[config.mk]
export PLATFORM = sky130hd
export DESIGN_NAME = muldiv_unit_flat
export DESIGN_NICKNAME = d
export VERILOG_FILES = /design/src/rtl/muldiv_pkg.sv /design/src/rtl/muldiv_if.sv /design/src/rtl/muldiv_sign_fix.sv /design/src/rtl/muldiv_unit.sv /design/src/flat_wrapper.sv
export SDC_FILE = /design/constraint.sdc
export NUM_CORES = 2
export LEC_CHECK = 0
export BUFFER_PORTS_ARGS = -buffer_cell sky130_fd_sc_hd__buf_4
export CAP_MARGIN = 40
export CORE_ASPECT_RATIO = 0.6
export CORE_MARGIN = 5
export CORE_UTILIZATION = 45
export DETAILED_ROUTE_END_ITERATION = 8
export PLACE_DENSITY = 0.61
export SLEW_MARGIN = 20
export SYNTH_ARGS = -nofsm -noshare
export SYNTH_HDL_FRONTEND = slang
export SYNTH_SLANG_ARGS = --single-unit
[constraint.sdc]
create_clock -name clk -period 33.4 [get_ports clk]
set_input_delay 1.67 -clock clk [delete_from_list [all_inputs] [get_ports clk]]
set_output_delay 1.67 -clock clk [all_outputs]
set_load 0.05 [all_outputs]
[src/rtl/muldiv_pkg.sv]
// Shared constants and helpers for the iterative RV64M multiply/divide unit.
package muldiv_pkg;

  localparam int unsigned XLEN  = 64;
  localparam int unsigned CNT_W = 7;

  localparam logic [2:0] OP_MUL    = 3'b000;
  localparam logic [2:0] OP_MULH   = 3'b001;
  localparam logic [2:0] OP_MULHSU = 3'b010;
  localparam logic [2:0] OP_MULHU  = 3'b011;
  localparam logic [2:0] OP_DIV    = 3'b100;
  localparam logic [2:0] OP_DIVU   = 3'b101;
  localparam logic [2:0] OP_REM    = 3'b110;
  localparam logic [2:0] OP_REMU   = 3'b111;

  localparam logic [1:0] ST_IDLE = 2'd0;
  localparam logic [1:0] ST_CALC = 2'd1;
  localparam logic [1:0] ST_FIX  = 2'd2;
  localparam logic [1:0] ST_DONE = 2'd3;

  function automatic logic is_div(input logic [2:0] op);
    return op[2];
  endfunction

  // MUL's low half is sign-agnostic; treating it as signed is harmless.
  function automatic logic is_signed_a(input logic [2:0] op);
    return (op == OP_MUL) || (op == OP_MULH) || (op == OP_MULHSU) ||
           (op == OP_DIV) || (op == OP_REM);
  endfunction

  function automatic logic is_signed_b(input logic [2:0] op);
    return (op == OP_MUL) || (op == OP_MULH) || (op == OP_DIV) || (op == OP_REM);
  endfunction

endpackage

[src/rtl/muldiv_if.sv]
// Issue/write-back handshake bundle between the pipeline and the muldiv unit.
interface muldiv_if;
  import muldiv_pkg::*;

  logic            flush;
  logic            in_valid;
  logic            in_ready;
  logic [2:0]      in_op;
  logic [XLEN-1:0] in_rs1;
  logic [XLEN-1:0] in_rs2;
  logic [4:0]      in_rd;
  logic            out_valid;
  logic            out_ready;
  logic [XLEN-1:0] out_result;
  logic [4:0]      out_rd;

  modport master (
    output flush, in_valid, in_op, in_rs1, in_rs2, in_rd, out_ready,
    input  in_ready, out_valid, out_result, out_rd
  );

  modport slave (
    input  flush, in_valid, in_op, in_rs1, in_rs2, in_rd, out_ready,
    output in_ready, out_valid, out_result, out_rd
  );

endinterface

[src/rtl/muldiv_sign_fix.sv]
// Final sign correction and result select applied in the FIX state.
module muldiv_sign_fix
  import muldiv_pkg::*;
(
  input  logic [2:0]        op,
  input  logic              neg_a,
  input  logic              neg_b,
  input  logic [2*XLEN-1:0] acc,
  input  logic [XLEN-1:0]   rem,
  output logic [XLEN-1:0]   result
);

  logic [2*XLEN-1:0] prod;
  logic [XLEN-1:0]   quot;
  logic [XLEN-1:0]   remv;

  always_comb begin
    prod = (neg_a ^ neg_b) ? -acc : acc;
    quot = (neg_a ^ neg_b) ? -acc[XLEN-1:0] : acc[XLEN-1:0];
    // Remainder follows the dividend's sign.
    remv = neg_a ? -rem : rem;
    case (op)
      OP_MUL:                      result = prod[XLEN-1:0];
      OP_MULH, OP_MULHSU, OP_MULHU: result = prod[2*XLEN-1:XLEN];
      OP_DIV, OP_DIVU:             result = quot;
      default:                     result = remv;
    endcase
  end

endmodule

[src/rtl/muldiv_unit.sv]
// Iterative RV64M multiply/divide unit: shift-add multiply, restoring divide,
// one operation in flight, valid/ready on both sides.
module muldiv_unit
  import muldiv_pkg::*;
(
  input logic      clk,
  input logic      reset,
  muldiv_if.slave  bus
);

  logic [1:0]        state_q, state_d;
  logic [CNT_W-1:0]  cnt_q, cnt_d;
  logic [2:0]        op_q, op_d;
  logic [4:0]        rd_q, rd_d;
  logic              neg_a_q, neg_a_d;
  logic              neg_b_q, neg_b_d;
  logic              special_q, special_d;
  logic [XLEN-1:0]   a_q, a_d;
  logic [XLEN-1:0]   b_q, b_d;
  logic [2*XLEN-1:0] acc_q, acc_d;
  logic [XLEN-1:0]   rem_q, rem_d;
  logic [XLEN-1:0]   result_q, result_d;
  logic [4:0]        out_rd_q, out_rd_d;

  logic              accept;
  logic              sign_a, sign_b;
  logic [XLEN-1:0]   mag_a, mag_b;
  logic              div_zero, div_ovf;
  logic [XLEN:0]     mul_sum;
  logic [XLEN:0]     div_shift;
  logic [XLEN:0]     div_diff;
  logic [XLEN-1:0]   fix_result;

  assign bus.in_ready   = (state_q == ST_IDLE) & ~bus.flush & ~reset;
  assign bus.out_valid  = (state_q == ST_DONE);
  assign bus.out_result = result_q;
  assign bus.out_rd     = out_rd_q;

  assign accept   = bus.in_valid & bus.in_ready;
  assign sign_a   = is_signed_a(bus.in_op) & bus.in_rs1[XLEN-1];
  assign sign_b   = is_signed_b(bus.in_op) & bus.in_rs2[XLEN-1];
  assign mag_a    = sign_a ? -bus.in_rs1 : bus.in_rs1;
  assign mag_b    = sign_b ? -bus.in_rs2 : bus.in_rs2;
  assign div_zero = is_div(bus.in_op) && (bus.in_rs2 == '0);
  assign div_ovf  = ((bus.in_op == OP_DIV) || (bus.in_op == OP_REM)) &&
                    (bus.in_rs1 == {1'b1, {(XLEN-1){1'b0}}}) && (bus.in_rs2 == '1);

  // Multiply: acc holds {partial high, remaining multiplier bits}.
  assign mul_sum   = {1'b0, acc_q[2*XLEN-1:XLEN]} + (acc_q[0] ? {1'b0, a_q} : '0);
  // Divide: acc[XLEN-1:0] shifts the dividend out and the quotient in.
  assign div_shift = {rem_q, acc_q[XLEN-1]};
  assign div_diff  = div_shift - {1'b0, b_q};

  muldiv_sign_fix u_sign_fix (
    .op     (op_q),
    .neg_a  (neg_a_q),
    .neg_b  (neg_b_q),
    .acc    (acc_q),
    .rem    (rem_q),
    .result (fix_result)
  );

  always_comb begin
    state_d   = state_q;
    cnt_d     = cnt_q;
    op_d      = op_q;
    rd_d      = rd_q;
    neg_a_d   = neg_a_q;
    neg_b_d   = neg_b_q;
    special_d = special_q;
    a_d       = a_q;
    b_d       = b_q;
    acc_d     = acc_q;
    rem_d     = rem_q;
    result_d  = result_q;
    out_rd_d  = out_rd_q;

    if (bus.flush) begin
      state_d = ST_IDLE;
      cnt_d   = '0;
    end else begin
      case (state_q)
        ST_IDLE: begin
          if (accept) begin
            op_d      = bus.in_op;
            rd_d      = bus.in_rd;
            cnt_d     = '0;
            special_d = div_zero | div_ovf;
            if (div_zero | div_ovf) begin
              // Preload quotient/remainder with the architectural answer, no signs.
              neg_a_d = 1'b0;
              neg_b_d = 1'b0;
              a_d     = '0;
              b_d     = '0;
              acc_d   = {{XLEN{1'b0}}, (div_zero ? {XLEN{1'b1}} : bus.in_rs1)};
              rem_d   = div_zero ? bus.in_rs1 : '0;
              state_d = ST_FIX;
            end else begin
              neg_a_d = sign_a;
              neg_b_d = sign_b;
              a_d     = mag_a;
              b_d     = mag_b;
              acc_d   = {{XLEN{1'b0}}, (is_div(bus.in_op) ? mag_a : mag_b)};
              rem_d   = '0;
              state_d = ST_CALC;
            end
          end
        end
        ST_CALC: begin
          if (is_div(op_q)) begin
            rem_d = div_diff[XLEN] ? div_shift[XLEN-1:0] : div_diff[XLEN-1:0];
            acc_d = {acc_q[2*XLEN-1:XLEN], acc_q[XLEN-2:0], ~div_diff[XLEN]};
          end else begin
            acc_d = {mul_sum, acc_q[XLEN-1:1]};
          end
          if (cnt_q == CNT_W'(XLEN - 1)) begin
            cnt_d   = '0;
            state_d = ST_FIX;
          end else begin
            cnt_d = cnt_q + CNT_W'(1);
          end
        end
        ST_FIX: begin
          // Special cases dwell one extra cycle here to keep a fixed 2-cycle latency.
          if (special_q && (cnt_q == '0)) begin
            cnt_d = CNT_W'(1);
          end else begin
            cnt_d    = '0;
            result_d = fix_result;
            out_rd_d = rd_q;
            state_d  = ST_DONE;
          end
        end
        default: begin
          if (bus.out_ready) state_d = ST_IDLE;
        end
      endcase
    end
  end

  always_ff @(posedge clk or posedge reset) begin
    if (reset) begin
      state_q   <= ST_IDLE;
      cnt_q     <= '0;
      op_q      <= '0;
      rd_q      <= '0;
      neg_a_q   <= 1'b0;
      neg_b_q   <= 1'b0;
      special_q <= 1'b0;
      a_q       <= '0;
      b_q       <= '0;
      acc_q     <= '0;
      rem_q     <= '0;
      result_q  <= '0;
      out_rd_q  <= '0;
    end else begin
      state_q   <= state_d;
      cnt_q     <= cnt_d;
      op_q      <= op_d;
      rd_q      <= rd_d;
      neg_a_q   <= neg_a_d;
      neg_b_q   <= neg_b_d;
      special_q <= special_d;
      a_q       <= a_d;
      b_q       <= b_d;
      acc_q     <= acc_d;
      rem_q     <= rem_d;
      result_q  <= result_d;
      out_rd_q  <= out_rd_d;
    end
  end

endmodule

[src/flat_wrapper.sv]
// flat-port wrapper written by rule: the top's interface ports become plain ports
module muldiv_unit_flat import muldiv_pkg::*;
  (clk, reset, bus_flush, bus_in_valid, bus_in_op, bus_in_rs1, bus_in_rs2, bus_in_rd, bus_out_ready, bus_in_ready, bus_out_valid, bus_out_result, bus_out_rd);
  muldiv_if bus_i ();
  input logic clk;
  input logic reset;
  input wire logic [$bits(bus_i.flush)-1:0] bus_flush;
  input wire logic [$bits(bus_i.in_valid)-1:0] bus_in_valid;
  input wire logic [$bits(bus_i.in_op)-1:0] bus_in_op;
  input wire logic [$bits(bus_i.in_rs1)-1:0] bus_in_rs1;
  input wire logic [$bits(bus_i.in_rs2)-1:0] bus_in_rs2;
  input wire logic [$bits(bus_i.in_rd)-1:0] bus_in_rd;
  input wire logic [$bits(bus_i.out_ready)-1:0] bus_out_ready;
  output wire logic [$bits(bus_i.in_ready)-1:0] bus_in_ready;
  output wire logic [$bits(bus_i.out_valid)-1:0] bus_out_valid;
  output wire logic [$bits(bus_i.out_result)-1:0] bus_out_result;
  output wire logic [$bits(bus_i.out_rd)-1:0] bus_out_rd;
  assign bus_i.flush = bus_flush;
  assign bus_i.in_valid = bus_in_valid;
  assign bus_i.in_op = bus_in_op;
  assign bus_i.in_rs1 = bus_in_rs1;
  assign bus_i.in_rs2 = bus_in_rs2;
  assign bus_i.in_rd = bus_in_rd;
  assign bus_i.out_ready = bus_out_ready;
  assign bus_in_ready = bus_i.in_ready;
  assign bus_out_valid = bus_i.out_valid;
  assign bus_out_result = bus_i.out_result;
  assign bus_out_rd = bus_i.out_rd;
  muldiv_unit u_core (.clk(clk), .reset(reset), .bus(bus_i));
endmodule
==> summary by stage <==
Place
The HPWL after detailed placement is 100400 µm. The standard cell area after detailed placement is 0.03677 mm². The routability-driven placement congestion ratio is 1.012. The number of port buffers is 211.

Global route
The met1 demand-to-capacity share in global routing is 43.38%. The global routing met2 resource utilization is 45.74%. The busiest layer in global routing is met2. The number of global-route vias before repair is 30470. The met3 routing resource usage after global routing is 7.017%. The number of antenna violations at the first check in global routing is 5. Entering global routing, the biggest net connects 86 pins. The remaining global-route overflow is 0. The first global-routing pass estimated 194600 µm of wire. The global router's overall resource usage is 30.51%.

Route
The number of DRC markers in iteration 0 is 4077. The detailed router placed 33700 vias in this run. The first-pass iteration count of the detailed router is 8. In the final routed layout, each cell accounts on average for 24.49 µm. The total length of routed wires is 131000 µm. The number of design rule violations left after detail routing is 0. The post-detailed-route via-to-cell ratio is 6.299.

The final antenna-violating net count is 0.

CTS
Post-CTS timing repair inserted 0 buffers for setup. The number of clock buffers added by TritonCTS is 45. TritonCTS built the clock tree.

In this run, post-CTS repair resized a total of 0 instances. The total of hold buffers inserted after clock tree synthesis is 0. After clock tree synthesis, the clock-pin slew on the worst setup and hold paths is 0.06 ns. The H-tree generated during clock tree synthesis spans 2 levels.

The tree is rooted in a clkbuf_16. The later-pin clock latency in the skew report is 0.62 ns. The number of buffers on the longest clock path is 3. The sink count of the clock tree is 409.

STA
The maximum operating frequency is 0.1603 GHz. The final setup violation count is 0. The max-slew violation total from the final report was 0. Setup total negative slack on the finished layout was measured at 0 ns.

For the finished layout, the period the worst path requires is 6.237 ns. The final-report hold violation count came to 0. The worst-case headroom to the max-slew limit is 37.03%.

The setup clock skew after layout is 0.03031 ns. The fraction of the cycle the final worst path needs is 18.68%. Hold timing on the final database bottoms out at a slack of 0.4690 ns. The slew at the pin closest to its max-slew limit is 0.9373 ns.

Setup repair after global routing left no endpoint under its margin.

Synth
The synthesized design contains 409 register bits. After synthesis, the netlist uses 78 different library cells. The net count after synthesis is 4546. The mean area per synthesized cell is 8.019 µm².

The Yosys step of the flow raised 0 warnings. The cell count after synthesis came out at 4264. The number of enable flip-flop cells after synthesis is 0. The post-synthesis sequential area ratio is 29.93%.

The primary flip-flop cell chosen by synthesis mapping is dfrtp_1. The mapped netlist covers 0.03419 mm². The async set or reset register ratio after synthesis is 100.0%.

Finish
The layout filler cell count is 7409. In the final design database the tool counted 4596 nets. The footprint of the flip-flops and latches is 0.01024 mm². The total non-filler cell area in the finished layout is 0.03834 mm². Summing all multi-input logic gate instances after layout gives 0.02247 mm². The number of antenna diodes in the final layout is 0. The ratio of cells with drive above 1 in the final layout is 11.22%. Relative to the synthesized area, the layout overhead comes to 12.12%.

Die
The die covers 0.08178 mm². The floorplan step set the die height to 223.5 µm. The number of ports placed on the die boundary is 212. From left edge to right edge, the die measures 365.9 µm. The site row count is 78.

The starting utilization of the core area is 45.33%. The core region area is 0.07544 mm².

Min path
For hold timing, the worst endpoint is u_core.a_q[3]. Along the worst hold path, the cell count comes to 2. The worst min-delay path category is reg2reg. The startpoint identified for the worst hold timing path is u_core.a_q[3].

Pwr
IR analysis of the VDD net gives a maximum drop of 0.07027 mV. The power share of the combinational group is 64.5%. The design draws 4240 µW.

For this design the ratio of total power to cell area is 110.6 mW/mm². The clock network fraction of total power is 12.5%. The analysis attributes to net switching a power of 2195 µW.

The leakage power figure is 0.01668 µW. Internal power comes to 2046 µW. The share of total power dissipated in sequential elements is 23.0%. Net switching is 51.75% of the power.

Setup path
For the worst setup path, the data required time is 33.91 ns. The terminus of the critical flop-to-flop path is u_core.bus.out_result[57]. For the worst setup path, the data arrival time is 6.75 ns. In this run the critical register-to-register path is launched from u_core.acc_q[50].

The launching element type of the critical path is a primary input. The worst setup path is of the in2reg kind. The worst-case register-to-register setup slack is 27.98 ns. The worst setup path is captured at a register. The cell count of the worst reg-to-reg path is 11. The top fanout value on the critical path is 66.

Job
Across the run, the number of max-cap violations was 0.

Status
The flow ran to the end, and the final reports show no timing, DRC or antenna violations.
critical path, cell delays in order:
cell and delay (ns):
buf_4 0.13, inv_1 0.08, ha_1 0.17, or3b_2 0.52
nor3_1 0.55, nand4_1 0.45, nor3_1 0.30, buf_2 0.25
nand2_1 0.16, or3_1 0.67, nand2_4 0.70, buf_4 0.64
o21ai_0 0.18, a22o_1 0.20
per-stage QoR:
step | setup slack [ns] | util, % | std cells
after global routing | 26.88 | 50.82 | 5350
after floorplan | 20.35 | - | 4264
after global placement | 26.31 | 48.42 | 5249
after CTS | 27.38 | 50.72 | 5345
after detailed placement | 26.74 | 48.74 | 5262
final | 27.16 | 50.82 | 5350
per-layer routing:
layer / share of wire [%] / routed length (µm)
met5: 0.0099 / 13
met4: 3.9 / 5159
met3: 9.5 / 12470
met2: 43 / 55840
met1: 44 / 57540
cell families after synthesis:
family | count (synthesis) | synth area share (%)
compound gates | 1387 | 26.02
simple gates | 1316 | 18.26
buf+inv | 427 | 4.713
xor+xnor | 415 | 10.63
flops | 409 | 29.93
mux | 169 | 5.243
fa+ha+maj | 141 | 5.203
worst max-delay path by stage:
stage                              start          endpoint  slack (ns)  cells after the start
after global routing      bus_in_rs1[15]  u_core.acc_q[45]       26.88                     12
after floorplan                    reset     u_core.a_q[0]       20.35                      1
after detailed placement  bus_in_rs1[15]  u_core.acc_q[15]       26.74                     12
after global placement     bus_in_rs1[1]  u_core.acc_q[15]       26.31                     13
final                      bus_in_rs1[0]  u_core.acc_q[15]       27.16                     14
after CTS                 bus_in_rs1[15]  u_core.acc_q[15]       27.38                     12
power by group through the flow:
stage	Sequential (µW)	Clock, µW	Combinational (µW)
2_1_floorplan	1000	0	1830
3_3_place_gp	974	0	2650
3_5_place_dp	977	0	2670
4_1_cts	969	538	2680
5_1_grt	999	559	2950
6_report	977	529	2730
registers in the layout, indices dropped and copies added, names as in the netlist:
signal	cells
u_core.op_q	3
u_core.neg_a_q	1
u_core.rem_q	64
u_core.state_q	2
u_core.bus.out_rd	5
u_core.bus.out_result	64
u_core.a_q	64
u_core.acc_q	128
u_core.special_q	1
u_core.b_q	64
u_core.cnt_q	7
u_core.rd_q	5
u_core.neg_b_q	1
cells in the mapped netlist, drive strengths merged, types with 7 or more instances:
library cell,number,area share [%]
nor2b,22,0.40
a211oi,27,0.59
nor2,380,4.2
o311ai,16,0.41
o21ai,267,3.9
a221oi,12,0.31
a31oi,79,1.4
o21bai,28,0.61
nand2b,32,0.59
a22oi,39,0.86
mux2,81,2.7
nor4,38,0.76
clkbuf,265,2.9
nor3b,8,0.18
a21o,85,1.9
xor2,173,4.4
and3,32,0.59
o21a,21,0.46
inv,143,1.6
a21oi,435,6.4
buf,19,0.23
nand3b,8,0.18
ha,139,5.1
or4,31,0.72
a22o,56,1.4
mux2i,88,2.6
nand2,393,4.3
and2,83,1.5
o211ai,17,0.37
a32o,7,0.20
dfrtp,409,30
nand4,56,1.0
or3,32,0.59
a222oi,41,1.2
nor3,104,1.5
or2,12,0.22
xnor2,242,6.2
o22a,7,0.18
nand3,64,0.94
o22ai,19,0.35
o41ai,27,0.69
o31ai,148,3.3
placed cells by master (no fill, tap or decap), types with 12 or more instances in the layout:
cell type,synthesis,final
o31ai_1,147,147
o211ai_1,17,17
a222oi_1,41,41
a211oi_1,27,27
xnor2_1,242,241
nand2b_1,32,32
o21bai_1,28,28
inv_1,143,142
clkbuf_16,0,47
o311ai_0,16,16
o41ai_1,27,27
a22oi_1,39,39
a21o_1,85,84
a221oi_1,12,12
nor3_1,104,104
o22ai_1,19,19
and3_1,32,32
nor2b_1,22,22
nand3_1,64,63
ha_1,139,138
a22o_1,56,56
mux2_2,81,81
nor2_1,380,375
nand4_1,56,56
nor4_1,36,36
or2_2,12,12
a21oi_1,435,433
or3_1,32,32
and2_1,83,83
o21a_1,21,21
buf_4,0,270
mux2i_1,88,88
a31oi_1,79,79
o21ai_0,265,264
xor2_1,173,172
or4_1,27,27
nand2_1,393,390
dfrtp_1,409,407
layout make-up:
cell class | count | share of cell area [%]
Clock inverter | 17 | 0.4439
Multi-Input combinational cell | 3428 | 58.62
Timing Repair Buffer | 287 | 6.080
Sequential cell | 409 | 26.71
Tap cell | 1000 | 3.264
Clock buffer | 66 | 3.463
Inverter | 143 | 1.420
No activity file was read; power rests on OpenSTA's default activity.
